## config.mk

```make
export PLATFORM = sky130hd
export DESIGN_NAME = tx_fault_resp_ctrl
export DESIGN_NICKNAME = d
export VERILOG_FILES = /design/src/rtl/tx_fault_resp_ctrl_pkg.sv /design/src/rtl/tx_fault_resp_ctrl_sat_counter.sv /design/src/rtl/tx_fault_resp_ctrl.sv
export SDC_FILE = /design/constraint.sdc
export NUM_CORES = 1
export LEC_CHECK = 0
export ABC_AREA = 1
export BUFFER_PORTS_ARGS = -buffer_cell sky130_fd_sc_hd__buf_4
export CORE_UTILIZATION = 30
export DETAILED_ROUTE_END_ITERATION = 8
export GPL_TIMING_DRIVEN = 0
export PLACE_DENSITY = 0.44
export REMOVE_ABC_BUFFERS = 1
export SLEW_MARGIN = 10
export SYNTH_ARGS = -nofsm -noshare
export SYNTH_HDL_FRONTEND = slang
export SYNTH_SLANG_ARGS = --single-unit
export TNS_END_PERCENT = 10
```

## constraint.sdc

```tcl
create_clock -name rxclk_2x -period 2.45 [get_ports rxclk_2x]
set_clock_uncertainty 0.1 [all_clocks]
set_input_delay 0.1225 -clock rxclk_2x [delete_from_list [all_inputs] [get_ports rxclk_2x]]
set_output_delay 0.1225 -clock rxclk_2x [all_outputs]
set_load 0.02 [all_outputs]
```

## src/rtl/tx_fault_resp_ctrl_pkg.sv

```systemverilog
// ---------------------------------------------------------------------------
// tx_fault_resp_ctrl_pkg
// Shared definitions for the transmit fault-response controller:
//   - controller state encodings (visible on the debug `state` port)
//   - link_fault status encodings
//   - classified fault type and helpers that map the raw status to a type
//     and a fault type to the state that services it
//   - default debounce / drain-timeout lengths
// ---------------------------------------------------------------------------
package tx_fault_resp_ctrl_pkg;

  typedef enum logic [2:0] {
    ST_NORMAL   = 3'd0,
    ST_DRAIN    = 3'd1,
    ST_F_LOCAL  = 3'd2,
    ST_F_REMOTE = 3'd3,
    ST_RECOVER  = 3'd4
  } state_e;

  typedef enum logic [1:0] {
    FT_NONE = 2'd0,
    FT_LOC  = 2'd1,
    FT_REM  = 2'd2
  } fault_e;

  localparam logic [1:0] LF_OK     = 2'b00;
  localparam logic [1:0] LF_REMOTE = 2'b01;
  localparam logic [1:0] LF_LOCAL  = 2'b10;

  localparam int CLEAR_CYCLES_DEFAULT = 128;
  localparam int DRAIN_MAX_DEFAULT    = 1024;

  // Local fault dominates: 11 is handled as a local fault.
  function automatic fault_e classify_fault(input logic [1:0] eff);
    if (eff[1]) return FT_LOC;
    if (eff[0]) return FT_REM;
    return FT_NONE;
  endfunction

  // State that services a given fault type; no fault means normal traffic.
  function automatic state_e fault_target(input fault_e ftype);
    case (ftype)
      FT_LOC:  return ST_F_LOCAL;
      FT_REM:  return ST_F_REMOTE;
      default: return ST_NORMAL;
    endcase
  endfunction

endpackage

```

## src/rtl/tx_fault_resp_ctrl_sat_counter.sv

```systemverilog
// ---------------------------------------------------------------------------
// tx_fault_resp_ctrl_sat_counter
// Saturating event counter used for the fault-episode statistics.
//   clk    : clock
//   rst_n  : asynchronous reset, active-low
//   inc    : count one event this cycle (ignored once at all-ones)
//   clr    : synchronous clear, wins over inc in the same cycle
//   count  : current count
// ---------------------------------------------------------------------------
module tx_fault_resp_ctrl_sat_counter #(
  parameter int W = 16
) (
  input  logic         clk,
  input  logic         rst_n,
  input  logic         inc,
  input  logic         clr,
  output logic [W-1:0] count
);

  always_ff @(posedge clk or negedge rst_n) begin
    if (!rst_n) begin
      count <= '0;
    end else if (clr) begin
      count <= '0;
    end else if (inc && (count != {W{1'b1}})) begin
      count <= count + 1'b1;
    end
  end

endmodule

```

## src/rtl/tx_fault_resp_ctrl.sv

```systemverilog
// ---------------------------------------------------------------------------
// tx_fault_resp_ctrl
// Transmit-side reaction to the receive link-fault status. Grants MAC frames
// while the link is healthy, lets an in-flight frame finish (bounded by a
// drain timeout) when a fault appears, steers the TX datapath to Idle or
// Remote Fault ordered sets, and debounces fault clearing before traffic
// resumes. Counts local / remote fault episodes with saturating counters.
//
// Ports:
//   rxclk_2x      : single clock
//   reset         : asynchronous reset, active-low
//   link_fault    : 00 OK, 10 local, 01 remote, 11 local
//   fault_resp_en : 0 forces the fault status to OK
//   tx_req        : MAC frame request (level, held until granted)
//   tx_done       : pulse on the last column of the granted frame
//   cnt_clr       : synchronous clear of both statistics counters
//   tx_grant      : one-cycle pulse, frame may start
//   tx_abort      : one-cycle pulse, in-flight frame killed on drain timeout
//   send_idle     : datapath sends Idle
//   send_rf       : datapath sends Remote Fault ordered sets
//   link_ok       : high only while in NORMAL
//   state         : current state encoding (debug)
//   local_cnt     : local-fault episodes
//   remote_cnt    : remote-fault episodes
// ---------------------------------------------------------------------------
module tx_fault_resp_ctrl
  import tx_fault_resp_ctrl_pkg::*;
#(
  parameter int CLEAR_CYCLES = CLEAR_CYCLES_DEFAULT,
  parameter int DRAIN_MAX    = DRAIN_MAX_DEFAULT,
  parameter int CNT_W        = 16
) (
  input  logic             rxclk_2x,
  input  logic             reset,
  input  logic [1:0]       link_fault,
  input  logic             fault_resp_en,
  input  logic             tx_req,
  input  logic             tx_done,
  input  logic             cnt_clr,
  output logic             tx_grant,
  output logic             tx_abort,
  output logic             send_idle,
  output logic             send_rf,
  output logic             link_ok,
  output logic [2:0]       state,
  output logic [CNT_W-1:0] local_cnt,
  output logic [CNT_W-1:0] remote_cnt
);

  localparam int DRAIN_W = (DRAIN_MAX > 1) ? $clog2(DRAIN_MAX) : 1;
  localparam int CLEAR_W = (CLEAR_CYCLES > 1) ? $clog2(CLEAR_CYCLES) : 1;
  localparam logic [DRAIN_W-1:0] DRAIN_LAST = DRAIN_W'(DRAIN_MAX - 1);
  localparam logic [CLEAR_W-1:0] CLEAR_LAST = CLEAR_W'(CLEAR_CYCLES - 1);

  state_e             st;
  state_e             nxt;
  logic               busy;
  logic               busy_nxt;
  logic               grant_nxt;
  logic               abort_nxt;
  logic [DRAIN_W-1:0] drain_cnt;
  logic [CLEAR_W-1:0] clear_cnt;
  logic [1:0]         eff;
  fault_e             ftype;
  logic               local_inc;
  logic               remote_inc;

  assign eff   = fault_resp_en ? link_fault : LF_OK;
  assign ftype = classify_fault(eff);
  assign state = st;

  // Next-state and pulse decisions.
  always_comb begin
    nxt       = st;
    busy_nxt  = busy;
    grant_nxt = 1'b0;
    abort_nxt = 1'b0;
    case (st)
      ST_NORMAL: begin
        if (ftype != FT_NONE) begin
          // A frame that ends in this very cycle needs no draining.
          if (busy && !tx_done) begin
            nxt = ST_DRAIN;
          end else begin
            nxt      = fault_target(ftype);
            busy_nxt = 1'b0;
          end
        end else if (tx_req && !busy) begin
          grant_nxt = 1'b1;
          busy_nxt  = 1'b1;
        end else if (tx_done) begin
          busy_nxt = 1'b0;
        end
      end
      ST_DRAIN: begin
        // tx_done is checked first so a frame ending on the timeout cycle
        // is never aborted.
        if (tx_done) begin
          busy_nxt = 1'b0;
          nxt      = fault_target(ftype);
        end else if (drain_cnt == DRAIN_LAST) begin
          abort_nxt = 1'b1;
          busy_nxt  = 1'b0;
          nxt       = fault_target(ftype);
        end
      end
      ST_F_LOCAL: begin
        if (ftype == FT_REM) begin
          nxt = ST_F_REMOTE;
        end else if (ftype == FT_NONE) begin
          nxt = ST_RECOVER;
        end
      end
      ST_F_REMOTE: begin
        if (ftype == FT_LOC) begin
          nxt = ST_F_LOCAL;
        end else if (ftype == FT_NONE) begin
          nxt = ST_RECOVER;
        end
      end
      ST_RECOVER: begin
        if (ftype != FT_NONE) begin
          nxt = fault_target(ftype);
        end else if (clear_cnt == CLEAR_LAST) begin
          nxt = ST_NORMAL;
        end
      end
      default: begin
        nxt      = ST_NORMAL;
        busy_nxt = 1'b0;
      end
    endcase
  end

  // State, timers and registered outputs. Outputs are decoded from the
  // next state so they line up with `state` in the same cycle.
  always_ff @(posedge rxclk_2x or negedge reset) begin
    if (!reset) begin
      st        <= ST_NORMAL;
      busy      <= 1'b0;
      drain_cnt <= '0;
      clear_cnt <= '0;
      tx_grant  <= 1'b0;
      tx_abort  <= 1'b0;
      send_idle <= 1'b0;
      send_rf   <= 1'b0;
      link_ok   <= 1'b1;
    end else begin
      st        <= nxt;
      busy      <= busy_nxt;
      tx_grant  <= grant_nxt;
      tx_abort  <= abort_nxt;
      // Timers run only while staying in their state; any entry starts at 0.
      drain_cnt <= ((st == ST_DRAIN) && (nxt == ST_DRAIN)) ? drain_cnt + 1'b1 : '0;
      clear_cnt <= ((st == ST_RECOVER) && (nxt == ST_RECOVER)) ? clear_cnt + 1'b1 : '0;
      send_rf   <= (nxt == ST_F_LOCAL);
      send_idle <= (nxt == ST_F_REMOTE) || (nxt == ST_RECOVER);
      link_ok   <= (nxt == ST_NORMAL);
    end
  end

  // An episode is an entry into a fault state from any other state.
  assign local_inc  = (nxt == ST_F_LOCAL) && (st != ST_F_LOCAL);
  assign remote_inc = (nxt == ST_F_REMOTE) && (st != ST_F_REMOTE);

  tx_fault_resp_ctrl_sat_counter #(
    .W (CNT_W)
  ) u_local_cnt (
    .clk   (rxclk_2x),
    .rst_n (reset),
    .inc   (local_inc),
    .clr   (cnt_clr),
    .count (local_cnt)
  );

  tx_fault_resp_ctrl_sat_counter #(
    .W (CNT_W)
  ) u_remote_cnt (
    .clk   (rxclk_2x),
    .rst_n (reset),
    .inc   (remote_inc),
    .clr   (cnt_clr),
    .count (remote_cnt)
  );

endmodule

```

# == Yosys cells after proc, flatten, opt, wreduce, memory -nomap -nowiden ==
# Index checks and enable logic that the tools add are counted.
# Widths: inputs -> output; s select.
# classes
shift,0
n_reduce_logical,19
muxes,38
addsub,4
n_bitwise,1
mul,0
magnitude_cmp,0
n_eq_ne,19
n_div,0
# ops
operator,count
$mux 16,4
$add 16x1->16 const B,2
$ne 16x16->1 const B,2
$mux 3,8
$mux 1,15
$pmux 3 s5,1
$eq 3x2->1 const B,4
$mux 2,6
$add 10x1->10 const B,1
$eq 10x10->1 const B,1
$mux 10,1
$logic_and 1x1->1,8
$add 7x1->7 const B,1
$eq 7x7->1 const B,1
$mux 7,1
$eq 3x1->1 const B,2
$eq 3x3->1 const B,2
$logic_not 3->1,2
$ne 3x2->1 const B,2
$ne 3x3->1 const B,2
$reduce_bool 2->1,3
$ne 4x4->1 const B,1
$pmux 2 s2,1
$reduce_and 4->1,1
other kinds (8),9
# totals
output_inout_bits,40
in_bits,8
mem_count,0
ram_bits,0
latch_bits,0
regBits,58
mem_bits_ro,0

# == Depth between registers and ports, before layout ==
# logic_depth
word_depth,15
mapped_depth,14
mapped_depth_nobuf,13

# == Hierarchy ==
# A second synthesis with hierarchy kept.
# unflattened
cells_unflattened,441
hier_area_um2,3358.2
# by_module_without_submodules
mod,seq_area_each_um2,cells_each,n_inst,area_each_um2
tx_fault_resp_ctrl_sat_counter,400.4,144,2,1037.2
tx_fault_resp_ctrl,651.9,153,1,1283.7

# == Least setup slack after synthesis ==
# No wires, ideal clock.
# synth_timing
path_kind,flip-flop to flip-flop
startpoint,reg u_local_cnt.count[0]
endpoint,reg u_local_cnt.count[6]
n_path_buf,1
stages_incl_launch_ff,10
slack_ps,499
synth_period_minus_slack_ps,1951
required_ps,2233
setup_time_ps,117
arrival_ps,1735
cell_sequence,dfrtp_1 -> ha_1 -> nand3_1 -> nor2_4 -> nand3_4 -> nor3_4 -> a21oi_4 -> buf_2 -> nand4_1 -> nand2_2
# synth_via
elab_chain_len,3
# synth_lines
element,line_no,source
"start, declared",tx_fault_resp_ctrl_sat_counter.sv:17,output logic [W-1:0] count
"start signal, assigned",tx_fault_resp_ctrl_sat_counter.sv:26,count <= count + 1'b1;
$add 16x1->16 / $ne 16x16->1 (equally long branches),"tx_fault_resp_ctrl_sat_counter.sv:26, tx_fault_resp_ctrl_sat_counter.sv:25",
$mux 16 / $logic_and 1x1->1 (equally long branches),tx_fault_resp_ctrl_sat_counter.sv:25,end else if (inc && (count != {W{1'b1}})) begin
$mux 16 / $reduce_bool 2->1 (equally long branches),-,
# Parallel ways exist; a longest one is shown, timed or not. The select of a mux whose other input is x is not followed.
# A chain may end at the register's enable or synchronous reset.

# == Final worst setup path ==
# layout_timing
startpoint,reg u_local_cnt.count[0]
endpoint,reg u_local_cnt.count[9]
# The elaborated chain is that of the path after synthesis.

==> qor.yml <==
timing:
  fmax_ghz: 0.4466
  post-route-period-util_pct: 91.40
  fin_crit_ps: 2239
  finalHoldViolations: 0
  grt_setup_unrepaired: "no"
  setup_violations: 0
  fin_tns_setup_ps: 0
  slew_headroom_pct: 22.94
  timing.hold.ws_ps: 52.58
  drv_slew: 0
  tightest_slew_ps: 1154
power:
  irDropWorstVdd_mv: 0.3438
  power_density_nw_per_um2: 764.4
  netSwitchingFraction_pct: 34.39
  p_leak_uw: 0.002181
  p_switching_uw: 1111
  p_int_uw: 2119
  pwr-share-comb_pct: 27.6
  pwr-share-clk_pct: 38.3
  p_seq_share_pct: 34.2
global_routing:
  overflow: 0
  grt_max_degree: 65
  use_met1_pct: 19.38
  grt_pass1_vias: 2750
  antenna_found_initial: 0
  track_usage_pct: 14.50
  grt_use_met3_pct: 3.734
  grt_pass1_wl_um: 13480
  grt.met2_usage_pct: 22.60
  top_usage_layer: "met2"
yosys:
  synth-edff-count: 0
  avgSynthCellArea_sq_um: 8.430
  synthCells: 411
  synth-compound-area-share_pct: 3.214
  synth_adder_area_share_pct: 1.445
  ys_types: 38
  ys_seq_elements: 58
  synth_area_sq_um: 3465
  synth.most_common_cell: "nand2_1"
  synth_commonest_cells: "67 x nand2_1, 57 x dfrtp_1, 48 x inv_1"
  yosys.area_share.simple_pct: 38.14
  async_flop_share_pct: 100.0
  post-synth-top-area-cell: "dfrtp_1"
  synth.top_cell.area_share_pct: 41.17
  yosys-top-cells-area: "dfrtp_1 41%, nand2_1 7.3%, nand3_1 6.4%"
  synth_seq_area_share_pct: 41.93
  synth_top_family_by_area: "simple AND/OR/NAND/NOR gates"
  synth_ff_type: "dfrtp_1"
  muxShareOfSynthArea_pct: 0
  yosysWarnings: 0
  synthXorXnorAreaFrac_pct: 7.078
worst_hold_path:
  hold_depth: 5
  hp-start: "tx_req"
  hp-class: "in -> reg"
die:
  rows: 38
  die_area_sq_um: 11980
  die_h_um: 109.5
  chipWidth_um: 109.5
  start_util_pct: 31.41
  core_area_sq_um: 11030
  ios: 48
critical_path:
  start_kind: "register"
  crit_start: "u_local_cnt.count[0]"
  path_max_fanout: 17
  reg2regPathDepth: 9
  path_class: "reg -> reg"
  path_cells: "ha_1 -> nand3_1 -> nor2_4 -> nand3_4 -> nor3_4 -> a21oi_4 -> nand2_4 -> nand3_1 -> nand2_1"
  cp_slowest_cell: "a21oi_4"
  path_depth: 9
  cp_top_family: "simple AND/OR/NAND/NOR gates"
  worst_ep_arrival_time_ps: 2340
  crit_top_cell: "nand3_1"
  cp_slowest_stage_delay_ps: 470
  end_kind: "register"
  crit_buf_inv: 0
  timing.rr.start: "u_local_cnt.count[0]"
  cp_data_required_time_ps: 2550
clocking:
  clk_latency_ps: 320
  cts_sinks: 58
  cts_tree: "done"
  cts_root_buf: "clkbuf_16"
  cts_buffers: 9
  h-tree-depth: 3
  clk_pin_slew_ps: 50
  clk_path_buf_depth: 2
routing:
  wirelength_um: 7821
  drtIter0Drc: 96
  wl_per_cell_um: 12.95
  vias: 2829
  via_per_inst: 4.684
  final_antenna_net_count: 0
  firstDrtPassIters: 4
  drc: 0
placement:
  routabilityCongestion: 0.7451
  post-dp-hpwl_um: 5104
  portBuffers: 47
finish:
  fin_nets: 472
  layout-drive-gt1-share_pct: 24.57
  synthToLayoutAreaGrowth_pct: 21.96
  antenna_cells: 0
status:
  status: "complete, no violations"
flow_run:
  cap_viol_max_count: 0
==> flip-flops by register name, summed over array words and instances (netlist names), 3 cells and up <==
name	count
clear_cnt	7
u_local_cnt.count	16
drain_cnt	10
state	3
u_remote_cnt.count	16
==> timing repair <==
action	4_1_cts	5_1_grt
hold buffers	2	0
setup endpoints to repair	0	16
resized for setup	0	0
setup buffers	0	2
endpoints found under the hold margin	58	0
==> logic make-up (layout without fill, tap and decap cells) <==
group	Yosys count	in the layout
AO/OA/AOI/OAI	15	15
adder cells (fa/ha/maj)	4	4
flip-flops	58	58
buffers and inverters	65	118
AND/OR/NAND/NOR	241	241
XOR/XNOR	28	28
==> power by group through the flow <==
stage / sequential [uW] / clock (uW) / combinational (uW)
final: 1100 / 1240 / 891
after global routing: 1120 / 1310 / 986
after CTS: 1100 / 1280 / 890
after detailed placement: 1120 / 0 / 885
after global placement: 1120 / 0 / 884
after floorplan: 1190 / 0 / 522
==> cells in the final DEF, fill, tap and decap left out, types with 4 or more instances in the layout <==
| cell type | instances |
|---|---|
| ha_1 | 4 |
| inv_1 | 48 |
| nor2_1 | 36 |
| nand2_2 | 14 |
| xor2_1 | 24 |
| nand4_1 | 35 |
| nor2_2 | 6 |
| nand3_1 | 44 |
| dfrtp_1 | 57 |
| nor3b_1 | 5 |
| xnor2_1 | 4 |
| buf_4 | 49 |
| inv_2 | 4 |
| nand3_2 | 14 |
| clkbuf_16 | 9 |
| nand2_1 | 67 |
| a21oi_1 | 5 |
| nor3_1 | 7 |
==> final cells by class <==
cell class              count  area [sq um]
clock inverters             3         40.04
flip-flops and latches     58          1453
multi-input cells         288          1728
well taps                 140         175.2
fillers                  1178          6805
clock buffers              12         246.5
repair buffers             51         387.9
inverters                  52         195.2
==> stage by stage <==
stage	cells	utilization (%)	area, sq um	total power (uW)	setup slack (ps)
floorplan	398	-	3376	1710	474.5
global placement	585	35.39	3904	2003	134.7
detailed placement	585	35.39	3904	2006	111.3
CTS	602	38.17	4210	3274	108.1
global route	604	38.31	4225	3415	25.33
finish	604	38.31	4225	3230	210.6
==> path summary, 6_finish.rpt <==
check / to / slack (ps)
worst max-delay path: u_local_cnt.count[9] / 210
worst min-delay path: tx_grant / 50
worst max register to register: u_local_cnt.count[9] / 210
worst min register to register: clear_cnt[0] / 360
max in group asynchronous: u_local_cnt.count[13] / 1400
min in group asynchronous: clear_cnt[2] / 310
==> metal layers <==
layer	share of wire (%)	wire, um
met1	49	3828
met2	46	3562
met5	0	0
met4	1.5	117
met3	4.0	313
==> worst min-delay path: stages <==
cell	delay, ps
buf_4	110
inv_1	40
nor2_1	30
nand3_1	90
inv_1	40
(Power assumes the default switching activity.)
